--- src/rtl/sva_sched_pkg.sv ---
// Shared types for the assertion-attempt slot scheduler.
package sva_sched_pkg;

  // Result code reported by a per-slot evaluator.
  typedef enum logic [1:0] {
    RC_ILL  = 2'd0,
    RC_SUCC = 2'd1,
    RC_FAIL = 2'd2,
    RC_LAZY = 2'd3
  } res_code_t;

  // Result-port state.
  typedef enum logic {
    R_IDLE  = 1'b0,
    R_VALID = 1'b1
  } out_fsm_t;

  // An illegal code is recorded as a failure so the logger never sees 00.
  function automatic res_code_t sanitize_code(input logic [1:0] code);
    return (code == 2'b00) ? RC_FAIL : res_code_t'(code);
  endfunction

endpackage

--- src/rtl/sva_thread_sched_arbiter.sv ---
// Round-robin picker: first requesting index at or after i_ptr (wrapping).
module sva_rr_arbiter
  import sva_sched_pkg::*;
#(
  parameter int NUM_SLOTS = 4,
  parameter int SLOT_W    = (NUM_SLOTS > 1) ? $clog2(NUM_SLOTS) : 1
) (
  input  logic [NUM_SLOTS-1:0] i_req,
  input  logic [SLOT_W-1:0]    i_ptr,
  output logic [NUM_SLOTS-1:0] o_gnt,
  output logic [SLOT_W-1:0]    o_idx,
  output logic                 o_any
);

  logic [2*NUM_SLOTS-1:0] w_rot;
  int                     w_sum;

  // Rotate the request vector so that i_ptr lands at bit 0, then take the lowest set bit.
  always_comb begin
    // NOTE: every output gets a default before any branch, otherwise paths that skip an assignment infer latches.
    o_gnt = '0;
    o_idx = '0;
    o_any = 1'b0;
    w_sum = 0;
    w_rot = {i_req, i_req} >> i_ptr;
    for (int k = 0; k < NUM_SLOTS; k++) begin
      if (!o_any && w_rot[k]) begin
        o_any = 1'b1;
        w_sum = int'(i_ptr) + k;
        if (w_sum >= NUM_SLOTS) w_sum = w_sum - NUM_SLOTS;
        o_idx = SLOT_W'(w_sum);
      end
    end
    if (o_any) o_gnt = NUM_SLOTS'(1) << o_idx;
  end

endmodule

--- src/rtl/sva_thread_sched.sv ---
// Slot scheduler for concurrent assertion attempts: allocates slots, stamps starts,
// collects per-slot results and serialises them onto one valid/ready port.
module sva_thread_sched
  import sva_sched_pkg::*;
#(
  parameter int NUM_SLOTS   = 4,
  parameter int TIMER_WIDTH = 8,
  parameter int CNT_WIDTH   = 16,
  parameter int SLOT_W      = (NUM_SLOTS > 1) ? $clog2(NUM_SLOTS) : 1
) (
  input  logic                   gclk,
  input  logic                   grst,
  input  logic                   start_req,
  output logic                   start_gnt,
  output logic [SLOT_W-1:0]      start_slot,
  output logic [TIMER_WIDTH-1:0] start_stamp,
  input  logic [NUM_SLOTS-1:0]   done_vec,
  input  logic [2*NUM_SLOTS-1:0] done_code,
  output logic                   res_valid,
  input  logic                   res_ready,
  output logic [SLOT_W-1:0]      res_slot,
  output logic [1:0]             res_code,
  output logic [TIMER_WIDTH-1:0] res_stamp,
  output logic [NUM_SLOTS-1:0]   busy_vec,
  output logic [CNT_WIDTH-1:0]   overflow_cnt,
  output logic                   err_sticky
);

  out_fsm_t               r_state, w_state_nxt;
  logic [TIMER_WIDTH-1:0] r_timer;
  logic [NUM_SLOTS-1:0]   r_busy, r_pending;
  logic [TIMER_WIDTH-1:0] r_stamp [NUM_SLOTS];
  res_code_t              r_code  [NUM_SLOTS];
  logic [SLOT_W-1:0]      r_res_slot, r_rr_ptr;
  res_code_t              r_res_code;
  logic [TIMER_WIDTH-1:0] r_res_stamp;
  logic [CNT_WIDTH-1:0]   r_ovf;
  logic                   r_err;

  logic                   w_any_free, w_accept, w_load, w_err_evt;
  logic [SLOT_W-1:0]      w_free_idx, w_next_ptr, w_arb_ptr, w_arb_idx;
  logic [NUM_SLOTS-1:0]   w_alloc_oh, w_acc_oh, w_pres_oh, w_done_ok, w_code_zero;
  logic [NUM_SLOTS-1:0]   w_arb_req, w_arb_gnt;
  logic                   w_arb_any;

  // Allocator: lowest free slot; done qualification against the current busy/pending state.
  always_comb begin
    w_free_idx  = '0;
    w_code_zero = '0;
    for (int i = NUM_SLOTS - 1; i >= 0; i--) begin
      if (!r_busy[i]) w_free_idx = SLOT_W'(i);
      w_code_zero[i] = (done_code[2*i +: 2] == 2'b00);
    end
  end

  assign w_any_free = ~&r_busy;
  assign start_gnt  = start_req & w_any_free;
  assign w_alloc_oh = start_gnt ? (NUM_SLOTS'(1) << w_free_idx) : '0;
  assign w_done_ok  = done_vec & r_busy & ~r_pending;
  assign w_err_evt  = (|(done_vec & ~w_done_ok)) | (|(w_done_ok & w_code_zero));

  // The slot on the port is excluded from the next search, which begins just past it.
  assign w_accept   = (r_state == R_VALID) && res_ready;
  assign w_pres_oh  = NUM_SLOTS'(1) << r_res_slot;
  assign w_acc_oh   = w_accept ? w_pres_oh : '0;
  assign w_next_ptr = (r_res_slot == SLOT_W'(NUM_SLOTS - 1)) ? '0 : r_res_slot + SLOT_W'(1);
  assign w_arb_ptr  = (r_state == R_VALID) ? w_next_ptr : r_rr_ptr;
  assign w_arb_req  = r_pending & ((r_state == R_VALID) ? ~w_pres_oh : '1);

  sva_rr_arbiter #(
    .NUM_SLOTS (NUM_SLOTS),
    .SLOT_W    (SLOT_W)
  ) u_arb (
    .i_req (w_arb_req),
    .i_ptr (w_arb_ptr),
    .o_gnt (w_arb_gnt),
    .o_idx (w_arb_idx),
    .o_any (w_arb_any)
  );

  // Result-port next state and load decision.
  always_comb begin
    w_state_nxt = r_state;
    w_load      = 1'b0;
    case (r_state)
      R_IDLE: begin
        if (w_arb_any) begin
          w_load      = 1'b1;
          w_state_nxt = R_VALID;
        end
      end
      R_VALID: begin
        if (res_ready) begin
          if (w_arb_any) w_load = 1'b1;
          else           w_state_nxt = R_IDLE;
        end
      end
      default: w_state_nxt = R_IDLE;
    endcase
  end

  // Result-port state register.
  always_ff @(posedge gclk or posedge grst) begin
    // NOTE: sequential state uses non-blocking assignments so every flop samples pre-edge values.
    if (grst) r_state <= R_IDLE;
    else      r_state <= w_state_nxt;
  end

  // Per-slot start stamp and result code, written on grant and on accepted done.
  always_ff @(posedge gclk) begin
    // NOTE: this storage is not reset; it is only read for slots whose busy/pending bits are set.
    for (int i = 0; i < NUM_SLOTS; i++) begin
      if (w_alloc_oh[i]) r_stamp[i] <= r_timer;
      if (w_done_ok[i])  r_code[i]  <= sanitize_code(done_code[2*i +: 2]);
    end
  end

  // Timer, slot bookkeeping, presented result, rr pointer, overflow counter and error flag.
  always_ff @(posedge gclk or posedge grst) begin
    if (grst) begin
      r_timer     <= '0;
      r_busy      <= '0;
      r_pending   <= '0;
      r_res_slot  <= '0;
      r_res_code  <= RC_ILL;
      r_res_stamp <= '0;
      r_rr_ptr    <= '0;
      r_ovf       <= '0;
      r_err       <= 1'b0;
    end else begin
      r_timer   <= r_timer + TIMER_WIDTH'(1);
      r_busy    <= (r_busy & ~w_acc_oh) | w_alloc_oh;
      r_pending <= (r_pending & ~w_acc_oh) | w_done_ok;
      if (w_load) begin
        r_res_slot  <= w_arb_idx;
        r_res_code  <= r_code[w_arb_idx];
        r_res_stamp <= r_stamp[w_arb_idx];
      end
      if (w_accept) r_rr_ptr <= w_next_ptr;
      if (start_req && !w_any_free && (r_ovf != '1)) r_ovf <= r_ovf + CNT_WIDTH'(1);
      if (w_err_evt) r_err <= 1'b1;
    end
  end

  assign start_slot   = w_free_idx;
  assign start_stamp  = r_timer;
  assign res_valid    = (r_state == R_VALID);
  assign res_slot     = r_res_slot;
  assign res_code     = r_res_code;
  assign res_stamp    = r_res_stamp;
  assign busy_vec     = r_busy;
  assign overflow_cnt = r_ovf;
  assign err_sticky   = r_err;

endmodule

--- config.mk ---
export PLATFORM = sky130hd
export DESIGN_NAME = sva_thread_sched
export DESIGN_NICKNAME = d
export VERILOG_FILES = /design/src/rtl/sva_sched_pkg.sv /design/src/rtl/sva_thread_sched_arbiter.sv /design/src/rtl/sva_thread_sched.sv
export SDC_FILE = /design/constraint.sdc
export NUM_CORES = 1
export LEC_CHECK = 0
export CAP_MARGIN = 20
export CORE_MARGIN = 2
export CORE_UTILIZATION = 54
export CTS_CLUSTER_DIAMETER = 150
export CTS_CLUSTER_SIZE = 14
export DETAILED_ROUTE_END_ITERATION = 8
export GPL_ROUTABILITY_DRIVEN = 0
export PLACE_DENSITY = 0.88
export SLEW_MARGIN = 10
export SYNTH_ARGS = -nofsm -noshare
export SYNTH_HDL_FRONTEND = slang
export SYNTH_SLANG_ARGS = --single-unit
--- constraint.sdc ---
create_clock -name gclk -period 3.2 [get_ports gclk]
set_clock_uncertainty 0.2 [all_clocks]
set_input_delay 0.8 -clock gclk [delete_from_list [all_inputs] [get_ports gclk]]
set_output_delay 0.8 -clock gclk [all_outputs]
set_load 0.02 [all_outputs]
# [Yosys cells after proc, flatten, opt, wreduce, memory -nomap -nowiden]
# Memories as Yosys holds them, arrays and structs flattened. A register that Yosys moved wholly into a read port is not among the register bits.
# Cells that the tools add are included.
[totals] elab_cells=108 mem_bits_rw=40 output_inout_bits=45 mem_count=2 regBits=38 inputBits=16
[memory_table] name="r_stamp" depth=4 width=8 rd=1 rd_ports_with_merged_regs=1 write_ports=4 line_no="sva_thread_sched.sv:32" text="logic [TIMER_WIDTH-1:0] r_stamp [NUM_SLOTS];"
[memory_table] name="r_code" depth=4 width=2 rd=1 rd_ports_with_merged_regs=1 write_ports=4 line_no="sva_thread_sched.sv:33" text="res_code_t r_code [NUM_SLOTS];"
[op_classes] n_mux=46 bitwise=16 n_eq_ne=2 n_reduce_logical=17 n_shift=3 n_addsub=10 n_lt_le_gt_ge=4
[ops] op="$mux 2" n=18
[ops] op="$and 4x4->4" n=7
[ops] op="$mux 1" n=23
[ops] op="$add 16x1->16 const B" n=1
[ops] op="$ne 16x16->1 const B" n=1
[ops] op="$not 4->4" n=4
[ops] op="$mux 4" n=3
[ops] op="$ge 3x3->1 const B" n=3
[ops] op="$add 8x1->8 const B" n=1
[ops] op="$logic_not 2->1" n=4
[ops] op="$or 4x4->4" n=2
[ops] op="$reduce_or 4->1" n=2
[ops] op="$shl 1x2->4 const A" n=2
[ops] op="$shr 8x2->4" n=1
[ops] op="$sub 2x1->2 const B" n=4
[ops] op="$add 2x2->3 const B" n=2
[ops] op="$logic_and 1x1->1" n=6
[ops] op="$logic_not 1->1" n=4
[ops] op="$pmux 1 s2" n=2
[ops] op="$reduce_and 4->1" n=1
[ops] op="$add 2x1->3 const B" n=1
[ops] op="$ge 2x3->1 const B" n=1
[ops] op="$add 2x1->2 const B" n=1
[ops] op="$eq 2x2->1 const B" n=1
[ops] op="other kinds (3)" n=3

# [Logic depth before layout (Yosys ltp)]
[logic_depth] word_depth=18 ltp_mapped=10 mapped_depth_nobuf=8

# [Cells and area by module]
# From an unflattened synthesis, not the netlist that was laid out.
[unflattened] hier_cells=296 area_unflattened_um2=3962.6
[modules_own_cells] mod="sva_thread_sched" cells_each=263 area_each_um2=3751.1 n_inst=1
[modules_own_cells] mod="sva_rr_arbiter" cells_each=33 area_each_um2=211.5 n_inst=1

# [Worst setup path after synthesis]
# OpenSTA, ideal clock, no wires.
[synth_path] kind="reg-to-reg" start="reg r_res_slot[0] (netlist: res_slot[0])" end="reg r_res_code[0] (netlist: res_code[0]) (read register of r_code)" setup_time_ps=132 path_slack_ps=676 t_required_ps=2868 arrival_ps=2192 stages_incl_launch_ff=11 cell_sequence="dfrtp_1 inv_1 ha_1 nor3b_1 o21ai_0 and3b_1 or3_1 buf_2 buf_4 o221ai_1 o32ai_1"
[synth_lines] element="from (decl)" line_no="sva_thread_sched.sv:34" text="logic [SLOT_W-1:0] r_res_slot, r_rr_ptr;"
[synth_lines] element="from (signal assigned)" line_no="sva_thread_sched.sv:135" text="r_res_slot <= w_arb_idx;"
[synth_lines] element="$add 2x1->2 / $eq 2x2->1 (equally long branches)" line_no="sva_thread_sched.sv:66" text="assign w_next_ptr = (r_res_slot == SLOT_W'(NUM_SLOTS - 1)) ? '0 : r_res_slot + SLOT_W'(1);"
[synth_lines] element="$mux 2 *" line_no="sva_thread_sched.sv:66"
[synth_lines] element="net w_next_ptr[1]" line_no="sva_thread_sched.sv:41" text="logic [SLOT_W-1:0] w_free_idx, w_next_ptr, w_arb_ptr, w_arb_idx;"
[synth_lines] element="$mux 2 *" line_no="sva_thread_sched.sv:67" text="assign w_arb_ptr = (r_state == R_VALID) ? w_next_ptr : r_rr_ptr;"
[synth_lines] element="$shr 8x2->4" line_no="sva_thread_sched_arbiter.sv:25" text="w_rot = {i_req, i_req} >> i_ptr;"
[synth_lines] element="$mux 1" line_no="sva_thread_sched_arbiter.sv:27" text="if (!o_any && w_rot[k]) begin"
[synth_lines] element="$logic_not 1->1" line_no="sva_thread_sched_arbiter.sv:27"
[synth_lines] element="$logic_and 1x1->1" line_no="sva_thread_sched_arbiter.sv:27"
[synth_lines] element="[2 not listed]"
[synth_lines] element="$logic_and 1x1->1" line_no="sva_thread_sched_arbiter.sv:27"
[synth_lines] element="$mux 1" line_no="sva_thread_sched_arbiter.sv:27"
[synth_lines] element="$logic_not 1->1" line_no="sva_thread_sched_arbiter.sv:27"
[synth_lines] element="$logic_and 1x1->1" line_no="sva_thread_sched_arbiter.sv:27"
[synth_lines] element="$mux 1" line_no="sva_thread_sched_arbiter.sv:27"
[synth_lines] element="$mux 1" line_no="sva_thread_sched.sv:87, sva_thread_sched.sv:94"
[synth_lines] element="$mux 1" line_no="sva_thread_sched.sv:93" text="if (res_ready) begin"
[synth_lines] element="$pmux 1 s2" line_no="sva_thread_sched.sv:85" text="case (r_state)"
[synth_lines] element="to (decl)" line_no="sva_thread_sched.sv:35" text="res_code_t r_res_code;"
# The timed path passes the listed nets; every way through them passes the cells marked *.
# A chain may end at the register's enable or synchronous reset.

# [Worst setup path after layout]
[layout_path] start="in start_req" end="out start_gnt"
[layout_via] elab_chain_len=1
[layout_rtl] element="from (decl)" line_no="sva_thread_sched.sv:13" text="input logic start_req,"
[layout_rtl] element="$and 1x1->1" line_no="sva_thread_sched.sv:57" text="assign start_gnt = start_req & w_any_free;"
[layout_rtl] element="to (decl)" line_no="sva_thread_sched.sv:14" text="output logic start_gnt,"
# Every way passes these cells.

==> impl_results.md <==
- Top Family by Delay on Critical Path: buffers and inverters
- Flop-to-flop setup slack: 0.24 ns
- Max Slew Vio Count: 0
- TritonCTS clock tree: yes
- Leading cell type in the layout, fill and taps excluded: clkdlybuf4s50_1
- Post-Syn Nets: 362
- Number of clock sinks: 88
- Largest family of logic cells by synthesized area: compound AO/OA/AOI/OAI gates
- Global route total overflow: 0
- Vias per cell: 5.911
- Data arrival, critical path: 2.05 ns
- Nets: 425
- Initial core utilization: 0.5592
- Wire length of the first global-routing pass: 14.69 mm
- Cell area power density: 941.1 nW/um2
- Cts hold-fix bufs: 0
- Core Region: 7292 um2
- Kind of start point of the critical path: input pin
- Vias in the first global route: 3066
- Number of warning messages in the yosys log: 0
- Compound-Gate Fraction of Synth Area: 0.1623
- Time the worst path needs with I/O delays and setup: 3.052 ns
- Maximum capacitance violations: 0
- Number of enable-type register cells in the synthesized netlist: 40
- Result of the run: finished clean
- Multiplexer share of the synthesized area: 0
- Worst-Skew Late Latency: 0.33 ns
- CTS H-Tree Depth: 3
- Standby leakage power: 0.001914 uW
- Largest net degree at the start of global routing: 31
- Quantity of gates resized following cts: 0
- Sequential cell area fraction in the yosys report: 0.5891
- Area delta synth->final: 21.57%
- Critical Path RT: 2.20 ns
- Unique cell type count in the Yosys netlist: 53
- Final Core Density: 0.6798
- Fmax: 327.7 MHz
- Residual DRC count: 0
- Kind of end point of the critical path: output port
- Most common cell type on the critical path: clkdlybuf4s50_1
- Boundary pin count: 61
- RSZ-0062 raised after global routing: false
- Sum of buffers and inverters on the critical path: 2
- Synth Area in Adders: 0.01841
- Smallest hold slack: 0.2849 ns
- Number of setup violations in the final report: 0
- Critical Path Fanout Max: 4
- Kind of path behind the tightest hold check: reg -> reg
- Layout cells sized above 1: 0.09069
- Number of search-and-repair iterations in the first detailed-routing pass: 4
- Total number of vias: 2997
- Count of buffers inserted at the top-level ports: 60
- Cells along the critical path: clkdlybuf4s50_1, o21a_1, clkdlybuf4s50_1
- Final cycle utilization of the critical path: 0.9537
- Antenna violations before repair: 0
- WL final: 8.862 mm
- CTS root buf: clkbuf_8
- Async S/R FF share, synth: 0.5455
- Most used cells in the layout excluding fill and tap cells: clkdlybuf4s50_1, dfrtp_1, edfxtp_1, nand2_1
- Final hold vios: 0
- Number of clock buffers inserted by TritonCTS: 9
- Diodes inserted: 0
- Die Span Y: 90.90 um
- Post-CTS repair timing setup buffer count: 0
- Critical path class: in -> out
- Netlist area before placement: 4078 um2
- Largest stage delay on the critical path: 0.59 ns
- Worst-path clk slew: 0.08 ns
- Count of state elements after synthesis: 88
- Critical-path top delay cell: clkdlybuf4s50_1
- Worst Tran Pin Value: 0.9126 ns
- Setup total negative slack: 0 ns
- All-layer global routing usage: 0.2257
- Total number of placement rows: 31
- Average wire length per cell after detail routing: 17.48 um
- Die X-Extent: 90.90 um
- Synthesized-area fraction occupied by xor and xnor cells: 0.04511
- Maximum number of buffers from clock root to sink: 2
- Normalized max-slew margin: 0.3894
- Synthesized netlist cell count: 340
- Highest ir drop seen on vdd: 372.4 uV
- Detail Route Antenna Nets: 0
- Area share of and/or/nand/nor cells after synthesis: 0.1408
- Syn avg cell area: 11.99 um2
- Primary flip-flop cell chosen by synthesis mapping: dfrtp_1
- Filler Cell Count: 529
- Die Footprint: 8262 um2
- Post-DP HPWL: 6.403 mm
- DRC violation total after the first TritonRoute iteration: 175
-- area by class of cell --
| class | count | area [um2] | area share |
|---|---|---|---|
| clock buffer | 13 | 148.9 | 0.03004 |
| clock inverter | 3 | 20.02 | 0.004038 |
| inverter | 19 | 71.32 | 0.01439 |
| multi-input combinational | 214 | 1495 | 0.3016 |
| sequential | 88 | 2402 | 0.4846 |
| tap | 99 | 123.9 | 0.02499 |
| timing repair buffer | 71 | 695.7 | 0.1403 |
-- per-layer routing --
| layer | vias up | wire, um | global-route usage |
|---|---|---|---|
| met3 | 18 | 530 | 0.04257 |
| met2 | 114 | 4655 | 0.3943 |
| met5 | - | 0 | 0 |
| li1 | 1388 | - | - |
| met4 | 0 | 164 | 0.1035 |
| met1 | 1477 | 3512 | 0.2706 |
-- tightest hold or removal path, stage by stage (launching register included) --
cell and delay, ns:
dfrtp_1 0.35, a21oi_1 0.05, nand2_1 0.06
-- final timing paths --
check	startpoint	end	cells after the start
min in group asynchronous	grst	res_stamp[4]	2
hold reg to reg	err_sticky	err_sticky	2
max in group asynchronous	grst	overflow_cnt[13]	3
hold / removal	err_sticky	err_sticky	2
setup / recovery	start_req	start_gnt	3
setup reg to reg	res_valid	res_stamp[5]	6
-- flip-flops by register name, summed over array words and instances, names as in the netlist --
| name | cells |
|---|---|
| r_stamp | 32 |
| overflow_cnt | 16 |
| r_code | 8 |
| res_stamp | 8 |
| start_stamp | 8 |
| busy_vec | 4 |
| r_pending | 4 |
| r_rr_ptr | 2 |
| res_code | 2 |
| res_slot | 2 |
| err_sticky | 1 |
| res_valid | 1 |
-- cells in the mapped netlist (9+ instances only) --
cell type  instances  area share
nand3_1           14       0.017
nor2_1            18       0.017
dfrtp_1           48        0.29
o221ai_1          10       0.021
edfxtp_1          40        0.29
xnor2_1           16       0.034
a211oi_1          18       0.033
nor4b_1            9       0.019
o32ai_1            9       0.019
inv_1             19       0.017
nand2_1           27       0.025
o21ai_0           11       0.014
-- stage by stage --
stage,worst slack [ns],cells,total power [uW],cell area (um2)
floorplan,0.6756,340,3291,4078
global placement,0.1711,491,3872,4788
detailed placement,0.1505,491,3997,4788
CTS,0.1505,507,4646,4957
global route,0.04494,507,4948,4957
finish,0.1483,507,4665,4957
-- cells by family (layout without fill, tap and decap cells) --
group                    after synthesis  count (layout)
AO/OA/AOI/OAI                         80              80
XOR/XNOR                              21              21
adder cells (fa/ha/maj)                6               6
buffers and inverters                 38             106
flip-flops                            88              88
AND/OR/NAND/NOR                      107             107
-- report_power, final --
part           internal [uW]  switching [uW]  total, uW
combinational           1000            1310       2320
sequential              1440             251       1690
clock                    303             353        657
No activity file was read; power rests on OpenSTA's default activity.
